### config.mk
export PLATFORM = sky130hd
export DESIGN_NAME = serial_subtractor16_flat
export DESIGN_NICKNAME = d
export VERILOG_FILES = /design/src/rtl/serial_subtractor16_pkg.sv /design/src/rtl/serial_subtractor16_if.sv /design/src/rtl/serial_subtractor16_slice.sv /design/src/rtl/serial_subtractor16.sv /design/src/flat_wrapper.sv
export SDC_FILE = /design/constraint.sdc
export NUM_CORES = 1
export LEC_CHECK = 0
export BUFFER_PORTS_ARGS = -buffer_cell sky130_fd_sc_hd__buf_2
export CAP_MARGIN = 10
export CELL_PAD_IN_SITES_DETAIL_PLACEMENT = 0
export CELL_PAD_IN_SITES_GLOBAL_PLACEMENT = 1
export CORE_MARGIN = 5
export CORE_UTILIZATION = 46
export DETAILED_ROUTE_END_ITERATION = 6
export PLACE_DENSITY_LB_ADDON = 0.1
export SYNTH_ARGS = -nofsm -noshare
export SYNTH_HDL_FRONTEND = slang
export SYNTH_HIERARCHICAL = 1
export SYNTH_SLANG_ARGS = --single-unit
### constraint.sdc
create_clock -name clk -period 4 [get_ports clk]
set_clock_uncertainty 0.1 [all_clocks]
set_input_delay 0.4 -clock clk [delete_from_list [all_inputs] [get_ports clk]]
set_output_delay 0.4 -clock clk [all_outputs]
set_load 0.01 [all_outputs]
### src/rtl/serial_subtractor16_pkg.sv
// Shared parameters, state encoding and flag helpers for the slice-serial 16-bit subtractor.
package sub_pkg;
    localparam int WIDTH  = 16;
    localparam int SLICE  = 4;
    localparam int NSLICE = WIDTH / SLICE;
    localparam int CNT_W  = $clog2(NSLICE);
    localparam int BASE_W = $clog2(WIDTH);

    typedef enum logic [1:0] {
        IDLE = 2'd0,
        RUN  = 2'd1,
        DONE = 2'd2
    } state_t;

    // Signed overflow: operands of differing sign and the result sign departs from the minuend.
    function automatic logic ovf_calc(input logic a_msb, input logic b_msb, input logic d_msb);
        return (a_msb ^ b_msb) & (d_msb ^ a_msb);
    endfunction
endpackage

### src/rtl/serial_subtractor16_if.sv
// Start/done request and result bus of the serial subtractor.
interface serial_subtractor16_if;
    import sub_pkg::*;

    logic             start;
    logic [WIDTH-1:0] a;
    logic [WIDTH-1:0] b;
    logic             bin;
    logic             busy;
    logic             done;
    logic [WIDTH-1:0] diff;
    logic             bout;
    logic             ovf;

    modport master (
        output start, a, b, bin,
        input  busy, done, diff, bout, ovf
    );

    modport slave (
        input  start, a, b, bin,
        output busy, done, diff, bout, ovf
    );
endinterface

### src/rtl/serial_subtractor16_slice.sv
// Combinational SLICE-bit ripple-borrow subtractor: d = x - y - bi, bo = borrow out.
module sub_slice #(
    parameter int SLICE = 4
) (
    input  logic [SLICE-1:0] x,
    input  logic [SLICE-1:0] y,
    input  logic             bi,
    output logic [SLICE-1:0] d,
    output logic             bo
);
    logic [SLICE:0] br_s;

    // Ripple the borrow through each bit of the slice.
    always_comb begin
        br_s    = '0;
        d       = '0;
        br_s[0] = bi;
        for (int i = 0; i < SLICE; i++) begin
            d[i]      = x[i] ^ y[i] ^ br_s[i];
            br_s[i+1] = (~x[i] & y[i]) | (~(x[i] ^ y[i]) & br_s[i]);
        end
        bo = br_s[SLICE];
    end
endmodule

### src/rtl/serial_subtractor16.sv
// 16-bit subtractor computing a - b - bin one slice per clock through a single shared slice.
module serial_subtractor16
    import sub_pkg::*;
(
    input  logic                 clk,
    input  logic                 reset,
    serial_subtractor16_if.slave bus
);
    localparam logic [CNT_W-1:0] LAST_CNT = CNT_W'(NSLICE - 1);

    state_t             state_q,  state_d;
    logic [CNT_W-1:0]   cnt_q,    cnt_d;
    logic [WIDTH-1:0]   a_q,      a_d;
    logic [WIDTH-1:0]   b_q,      b_d;
    logic               borrow_q, borrow_d;
    logic [WIDTH-1:0]   work_q,   work_d;
    logic [WIDTH-1:0]   diff_q,   diff_d;
    logic               bout_q,   bout_d;
    logic               ovf_q,    ovf_d;
    logic               busy_q,   busy_d;
    logic               done_q,   done_d;

    logic [BASE_W-1:0]  base_s;
    logic [SLICE-1:0]   x_s;
    logic [SLICE-1:0]   y_s;
    logic [SLICE-1:0]   d_s;
    logic               bo_s;
    logic [WIDTH-1:0]   work_nxt_s;

    assign base_s = BASE_W'(cnt_q) * BASE_W'(SLICE);
    assign x_s    = a_q[base_s +: SLICE];
    assign y_s    = b_q[base_s +: SLICE];

    sub_slice #(.SLICE(SLICE)) u_slice (
        .x  (x_s),
        .y  (y_s),
        .bi (borrow_q),
        .d  (d_s),
        .bo (bo_s)
    );

    // State, operand and result registers.
    always_ff @(posedge clk or posedge reset) begin
        if (reset) begin
            state_q  <= IDLE;
            cnt_q    <= {CNT_W{1'b0}};
            a_q      <= {WIDTH{1'b0}};
            b_q      <= {WIDTH{1'b0}};
            borrow_q <= 1'b0;
            work_q   <= {WIDTH{1'b0}};
            diff_q   <= {WIDTH{1'b0}};
            bout_q   <= 1'b0;
            ovf_q    <= 1'b0;
            busy_q   <= 1'b0;
            done_q   <= 1'b0;
        end else begin
            state_q  <= state_d;
            cnt_q    <= cnt_d;
            a_q      <= a_d;
            b_q      <= b_d;
            borrow_q <= borrow_d;
            work_q   <= work_d;
            diff_q   <= diff_d;
            bout_q   <= bout_d;
            ovf_q    <= ovf_d;
            busy_q   <= busy_d;
            done_q   <= done_d;
        end
    end

    // Next-state logic; results only move on the edge that finishes the last slice.
    always_comb begin
        state_d    = state_q;
        cnt_d      = cnt_q;
        a_d        = a_q;
        b_d        = b_q;
        borrow_d   = borrow_q;
        work_d     = work_q;
        diff_d     = diff_q;
        bout_d     = bout_q;
        ovf_d      = ovf_q;
        busy_d     = busy_q;
        done_d     = 1'b0;
        work_nxt_s = work_q;
        work_nxt_s[base_s +: SLICE] = d_s;

        case (state_q)
            IDLE: begin
                if (bus.start) begin
                    a_d      = bus.a;
                    b_d      = bus.b;
                    borrow_d = bus.bin;
                    cnt_d    = {CNT_W{1'b0}};
                    busy_d   = 1'b1;
                    state_d  = RUN;
                end else begin
                    busy_d   = 1'b0;
                end
            end
            RUN: begin
                work_d   = work_nxt_s;
                borrow_d = bo_s;
                if (cnt_q == LAST_CNT) begin
                    diff_d  = work_nxt_s;
                    bout_d  = bo_s;
                    ovf_d   = ovf_calc(a_q[WIDTH-1], b_q[WIDTH-1], work_nxt_s[WIDTH-1]);
                    done_d  = 1'b1;
                    cnt_d   = {CNT_W{1'b0}};
                    state_d = DONE;
                end else begin
                    cnt_d   = cnt_q + CNT_W'(1);
                end
            end
            DONE: begin
                busy_d  = 1'b0;
                state_d = IDLE;
            end
            default: begin
                busy_d  = 1'b0;
                cnt_d   = {CNT_W{1'b0}};
                state_d = IDLE;
            end
        endcase
    end

    assign bus.busy = busy_q;
    assign bus.done = done_q;
    assign bus.diff = diff_q;
    assign bus.bout = bout_q;
    assign bus.ovf  = ovf_q;
endmodule

### src/flat_wrapper.sv
// flat-port wrapper written by rule: the top's interface ports become plain ports
module serial_subtractor16_flat import sub_pkg::*;
  (clk, reset, bus_start, bus_a, bus_b, bus_bin, bus_busy, bus_done, bus_diff, bus_bout, bus_ovf);
  serial_subtractor16_if bus_i ();
  input  logic clk;
  input  logic reset;
  input wire logic [$bits(bus_i.start)-1:0] bus_start;
  input wire logic [$bits(bus_i.a)-1:0] bus_a;
  input wire logic [$bits(bus_i.b)-1:0] bus_b;
  input wire logic [$bits(bus_i.bin)-1:0] bus_bin;
  output wire logic [$bits(bus_i.busy)-1:0] bus_busy;
  output wire logic [$bits(bus_i.done)-1:0] bus_done;
  output wire logic [$bits(bus_i.diff)-1:0] bus_diff;
  output wire logic [$bits(bus_i.bout)-1:0] bus_bout;
  output wire logic [$bits(bus_i.ovf)-1:0] bus_ovf;
  assign bus_i.start = bus_start;
  assign bus_i.a = bus_a;
  assign bus_i.b = bus_b;
  assign bus_i.bin = bus_bin;
  assign bus_busy = bus_i.busy;
  assign bus_done = bus_i.done;
  assign bus_diff = bus_i.diff;
  assign bus_bout = bus_i.bout;
  assign bus_ovf = bus_i.ovf;
  serial_subtractor16 u_core (.clk(clk), .reset(reset), .bus(bus_i));
endmodule
# Word-level counts from Yosys, hierarchy flattened

Index checks and enable logic that the tools add are counted.
Widths: inputs -> output; s select.

Register bits: 73
Bits of input ports: 36
Output and inout port bits: 20
Logic and storage cells: 74

Add/sub/neg operators: 2
Equality and inequality tests: 5
Shift operators: 4
Mux-type cells: 13
Bitwise operators: 32
Reduce and logical (&&, ||, !) cells: 7

Operators with widths:

| cell                   | number |
|---|---|
| $shiftx 16x5->4        | 2 |
| $bwmux 16              | 1 |
| $shift 4x6->16 const A | 1 |
| $shiftx 4x6->16        | 1 |
| $reduce_and 2->1       | 5 |
| $xor 1x1->1            | 10 |
| $and 1x1->1            | 9 |
| $not 1->1              | 9 |
| $mux 2                 | 4 |
| $neg 4->6              | 1 |
| $pmux 2 s3             | 1 |
| $eq 2x2->1 const B     | 2 |
| $mux 1                 | 4 |
| $or 1x1->1             | 4 |
| $pmux 1 s2             | 2 |
| $pmux 2 s2             | 1 |
| $add 2x1->2 const B    | 1 |
| $eq 2x1->1 const B     | 1 |
| $logic_not 2->1        | 1 |
| $ne 2x1->1 const B     | 1 |
| $ne 2x2->1 const B     | 1 |
| $reduce_bool 2->1      | 1 |

# Depth between registers and ports, before layout

Depth after elaboration: 14
Mapped depth: 12
Depth with buffers taken out: 11

# Cells and area by module

Netlist, hierarchy kept.

Modules (own cells, without submodules):

| module              | times used | cells each | area each (um2) | sequential area each (um2) |
|---|---|---|---|---|
| serial_subtractor16 | 1          | 257        | 3418.3          | 1826.8 |
| sub_slice           | 1          | 14         | 117.6           | 0.0 |

# Worst setup path before layout

Ideal clock, no wire load.

Kind: reg-to-reg
Start point: reg u_core.cnt_q[0]
End point: reg u_core.ovf_q, in the netlist u_core/bus.ovf
Setup time: 69 ps
Arrival time: 3317 ps
Data required time: 3831 ps
Path slack: 514 ps
Cell stages (with the launch flop): 13
Clock period less this slack: 3486 ps
Cells stage by stage: dfrtp_1 > buf_2 > mux4_2 > inv_1 > fa_1 > inv_1 > fa_1 > fa_1 > inv_1 > fa_1 > clkbuf_1 > a2111o_1 > nand3_1

Longest elaborated chain between the ends: 14

RTL lines:

| item                     | RTL line                        | text |
|---|---|---|
| start: declaration       | serial_subtractor16.sv:12       | `logic [CNT_W-1:0] cnt_q, cnt_d;` |
| start signal: assignment | serial_subtractor16.sv:46       | `cnt_q <= {CNT_W{1'b0}};` |
| start signal: assignment | serial_subtractor16.sv:58       | `cnt_q <= cnt_d;` |
| $shiftx 16x5->4 (*)      | serial_subtractor16.sv:32       | `assign y_s = b_q[base_s +: SLICE];` |
| net u_core.y_s[0]        | serial_subtractor16.sv:25       | `logic [SLICE-1:0] y_s;` |
| $xor 1x1->1              | serial_subtractor16_slice.sv:20 | `br_s[i+1] = (~x[i] & y[i]) \| (~(x[i] ^ y[i]) & br_s[i]);` |
| $not 1->1                | serial_subtractor16_slice.sv:20 |  |
| $and 1x1->1              | serial_subtractor16_slice.sv:20 |  |
| $or 1x1->1 (*)           | serial_subtractor16_slice.sv:20 |  |
| $and 1x1->1 (*)          | serial_subtractor16_slice.sv:20 |  |
| $or 1x1->1 (*)           | serial_subtractor16_slice.sv:20 |  |
| $and 1x1->1 (*)          | serial_subtractor16_slice.sv:20 |  |
| $or 1x1->1 (*)           | serial_subtractor16_slice.sv:20 |  |
| $xor 1x1->1 (*)          | serial_subtractor16_slice.sv:19 | `d[i] = x[i] ^ y[i] ^ br_s[i];` |
| net u_core.d_s[3]        | serial_subtractor16.sv:26       | `logic [SLICE-1:0] d_s;` |
| $shiftx 4x6->16 (*)      | serial_subtractor16.sv:85       | `work_nxt_s[base_s +: SLICE] = d_s;` |
| $bwmux 16 (*)            | serial_subtractor16.sv:85       |  |
| $xor 1x1->1 (*)          | serial_subtractor16_pkg.sv:17   | `return (a_msb ^ b_msb) & (d_msb ^ a_msb);` |
| $and 1x1->1 (*)          | serial_subtractor16_pkg.sv:17   |  |
| end signal: assignment   | serial_subtractor16.sv:65       | `ovf_q <= ovf_d;` |
| end: declaration         | serial_subtractor16.sv:19       | `logic ovf_q, ovf_d;` |

Mark *: on every way through the listed nets, which the timed path passes. The rest lies on a longest branch.
A chain may end at the register's enable or synchronous reset.

# Worst setup path after layout

Same ends and word-level chain as after synthesis.

==> flow_metrics.py <==
metrics = {
    "min_path": {
        "whs_path_depth": 2,
        "min_from": "bus_a[15]",
        "hold_path_class": "primary input to flip-flop",
    },
    "global_routing": {
        "track_usage_pct": 14.9,
        "grt_pass1_vias": 2221,
        "antenna_found_initial": 0,
        "grt_max_degree": 51,
        "overflow": 0,
        "grt_pass1_wl_microns": 11200,
    },
    "sta": {
        "period_needed_ns": 3.48,
        "max_freq_mhz": 287,
        "final-hold-violation-count": 0,
        "tightest_slew_ns": 1.05,
        "setup_viol": 0,
        "rsz0062_at_grt": "false",
        "slew_headroom_pct": 29.9,
        "fin_tns_setup_ns": 0,
        "maxSlewViolCount": 0,
        "period_share_pct": 87.0,
    },
    "status": {
        "status": "finished clean",
    },
    "synthesis": {
        "syn-num-nets": 317,
        "synth.distinct_cells": 38,
        "ys_seq_elements": 73,
        "synth_warnings": 6,
        "synth_area_sq_mm": 0.00354,
        "syn_area_per_cell_sq_um": 13.0,
        "synthArstFlopShare_pct": 100,
        "dominantRegCellSynth": "dfrtp_1",
        "ys_seq_area_share_pct": 51.7,
        "synthCells": 271,
        "synth-edff-count": 0,
    },
    "pwr": {
        "p_seq_share_pct": 34.3,
        "comb_power_share_pct": 50.4,
        "powerDensity_mw_per_mm2": 917,
        "p_int_uw": 2200,
        "power_frac_clock_pct": 15.3,
        "leakagePower_uw": 0.00194,
        "switching_share_pct": 40.7,
        "ir_drop_v": 0.000601,
        "switchingPower_uw": 1510,
    },
    "layout": {
        "finalInstanceArea_sq_mm": 0.00404,
        "regArea_sq_mm": 0.00183,
        "diodes": 0,
        "syn_to_final_growth_pct": 14.3,
        "drive_above_1_share_pct": 36.7,
        "fill_cells": 691,
        "layout_common_cells": "73 x dfrtp_1, 55 x buf_2, 28 x mux2_4",
        "final_common_cell": "dfrtp_1",
        "fin_nets": 368,
        "multiInputGateArea_sq_mm": 0.00152,
    },
    "clock_network": {
        "clkTransAtPathRegs_ns": 0.08,
        "clock-root-buffer": "clkbuf_8",
        "h-tree-depth": 3,
        "clk_latency_ns": 0.34,
        "ctsResizeCount": 0,
        "cts.path.max_buffers": 2,
        "cts_tree": "built",
        "clock_sinks": 73,
        "cts_buffers": 9,
        "cts_setup_buffers": 0,
        "cts_hold_buffers": 0,
    },
    "route": {
        "routedWlPerCell_microns": 15.3,
        "via_per_inst": 5.11,
        "ant_nets": 0,
        "drc": 0,
        "drt-total-wl_microns": 6580,
        "drt_iter0_markers": 67,
        "firstDrtPassIters": 4,
        "vias": 2192,
    },
    "setup_path": {
        "worstPathRequired_ns": 4.17,
        "rrSetupSlack_ns": 0.52,
        "cp_max_fo": 9,
        "crit_path_end_kind": "flip-flop",
        "reg2reg_depth": 10,
        "start_kind": "flip-flop",
        "r2r-start": "u_core/cnt_q[0]",
        "critical_path_class": "flip-flop to flip-flop",
        "cp-startpoint": "u_core/cnt_q[0]",
        "crit_arrival_ns": 3.65,
    },
    "place": {
        "placed_area_sq_mm": 0.00384,
        "gp_congestion": 0.757,
        "dp_hpwl_microns": 4630,
        "port_buffers": 55,
    },
    "run": {
        "drv_cap": 0,
    },
    "floorplanning": {
        "core_sq_mm": 0.00761,
        "pin_count": 56,
        "start_util_pct": 46.5,
        "die_h_microns": 97.7,
        "die_area_sq_mm": 0.00954,
        "rows": 32,
        "die_w_microns": 97.7,
    },
}
final timing paths:
| kind | end |
|---|---|
| max in group asynchronous | u_core/a_q[0] |
| hold / removal | u_core/a_q[15] |
| setup reg to reg | u_core/bus.ovf |
| min in group asynchronous | u_core/bus.done |
| setup / recovery | u_core/bus.ovf |
| hold reg to reg | u_core/bus.diff[13] |
flip-flops by register name, indices dropped and copies added, names as in the netlist:
register and cells:
u_core/bus.done 1, u_core/state_q 2, u_core/bus.diff 16, u_core/borrow_q 1, u_core/b_q 16, u_core/work_q 16
u_core/bus.busy 1, u_core/a_q 16, u_core/cnt_q 2, u_core/bus.bout 1, u_core/bus.ovf 1
worst max-delay path: stages (launching register included):
cell	delay, ns
dfrtp_1	0.56
mux4_2	0.55
inv_1	0.09
fa_1	0.16
inv_1	0.05
fa_1	0.38
fa_1	0.37
inv_1	0.08
fa_1	0.58
a2111o_1	0.43
nand3_1	0.07
metal layers:
| metal | part of all wire (%) | track usage (%) | up-vias |
|---|---|---|---|
| met1 | 47 | 20.1 | 1085 |
| met3 | 4.4 | 3.52 | 9 |
| li1 | - | - | 1052 |
| met4 | 1.7 | 6.39 | 0 |
| met2 | 47 | 23.0 | 46 |
| met5 | 0 | 0 | - |
cell families (layout without fill, tap and decap cells):
| kind of cell | count (synthesis) | count (layout) | share of synthesized area, % |
|---|---|---|---|
| flops | 73 | 73 | 51.7 |
| compound gates | 56 | 56 | 10.6 |
| simple gates | 54 | 54 | 9.02 |
| mux | 42 | 42 | 18.9 |
| buf+inv | 36 | 92 | 5.45 |
| fa+ha+maj | 10 | 10 | 4.39 |
per-stage QoR:
step           worst slack, ns  util [%]  power (uW)  std cells  hold slack [ns]
2_1_floorplan            0.514         -        2690        271            0.353
3_3_place_gp             0.555      50.5        3160        413            0.356
3_5_place_dp             0.513      50.5        3180        413            0.370
4_1_cts                  0.502      53.1        3760        429            0.156
5_1_grt                  0.356      53.1        4010        429            0.163
6_report                 0.520      53.1        3700        429            0.180
synthesized netlist by cell type (2+ instances only):
cell      number  area, sq um
dfrtp_1       73         1830
mux2_4        28          420
nand2_1       21         78.8
nor2b_1       19          119
a21oi_1       18         90.1
a32o_1        15          150
inv_1         15         56.3
o21ai_1       15         75.1
clkbuf_1       9         33.8
mux4_2         8          180
ha_1           6         75.1
fa_1           4         80.1
mux2_1         4         45.0
buf_6          3         33.8
nor2_1         3         11.3
a21o_1         2         15.0
and4bb_2       2         25.0
buf_2          2         10.0
buf_4          2         15.0
buf_8          2         30.0
clkbuf_2       2         10.0
o21ai_0        2         10.0
power by group through the flow:
stage / logic, uW / registers [uW] / clock network (uW)
after global placement: 1880 / 1280 / 0
after detailed placement: 1890 / 1290 / 0
final: 1870 / 1270 / 567
after floorplan: 1430 / 1260 / 0
after global routing: 2060 / 1320 / 620
after CTS: 1900 / 1280 / 588
final cells by class:
class | count | share of cell area [%]
multi-input combinational | 162 | 37.5
timing repair buffer | 60 | 7.74
clock buffer | 11 | 3.50
inverter | 16 | 1.49
tap | 102 | 3.16
sequential | 73 | 45.2
clock inverter | 5 | 1.36
(Power assumes the default switching activity.)
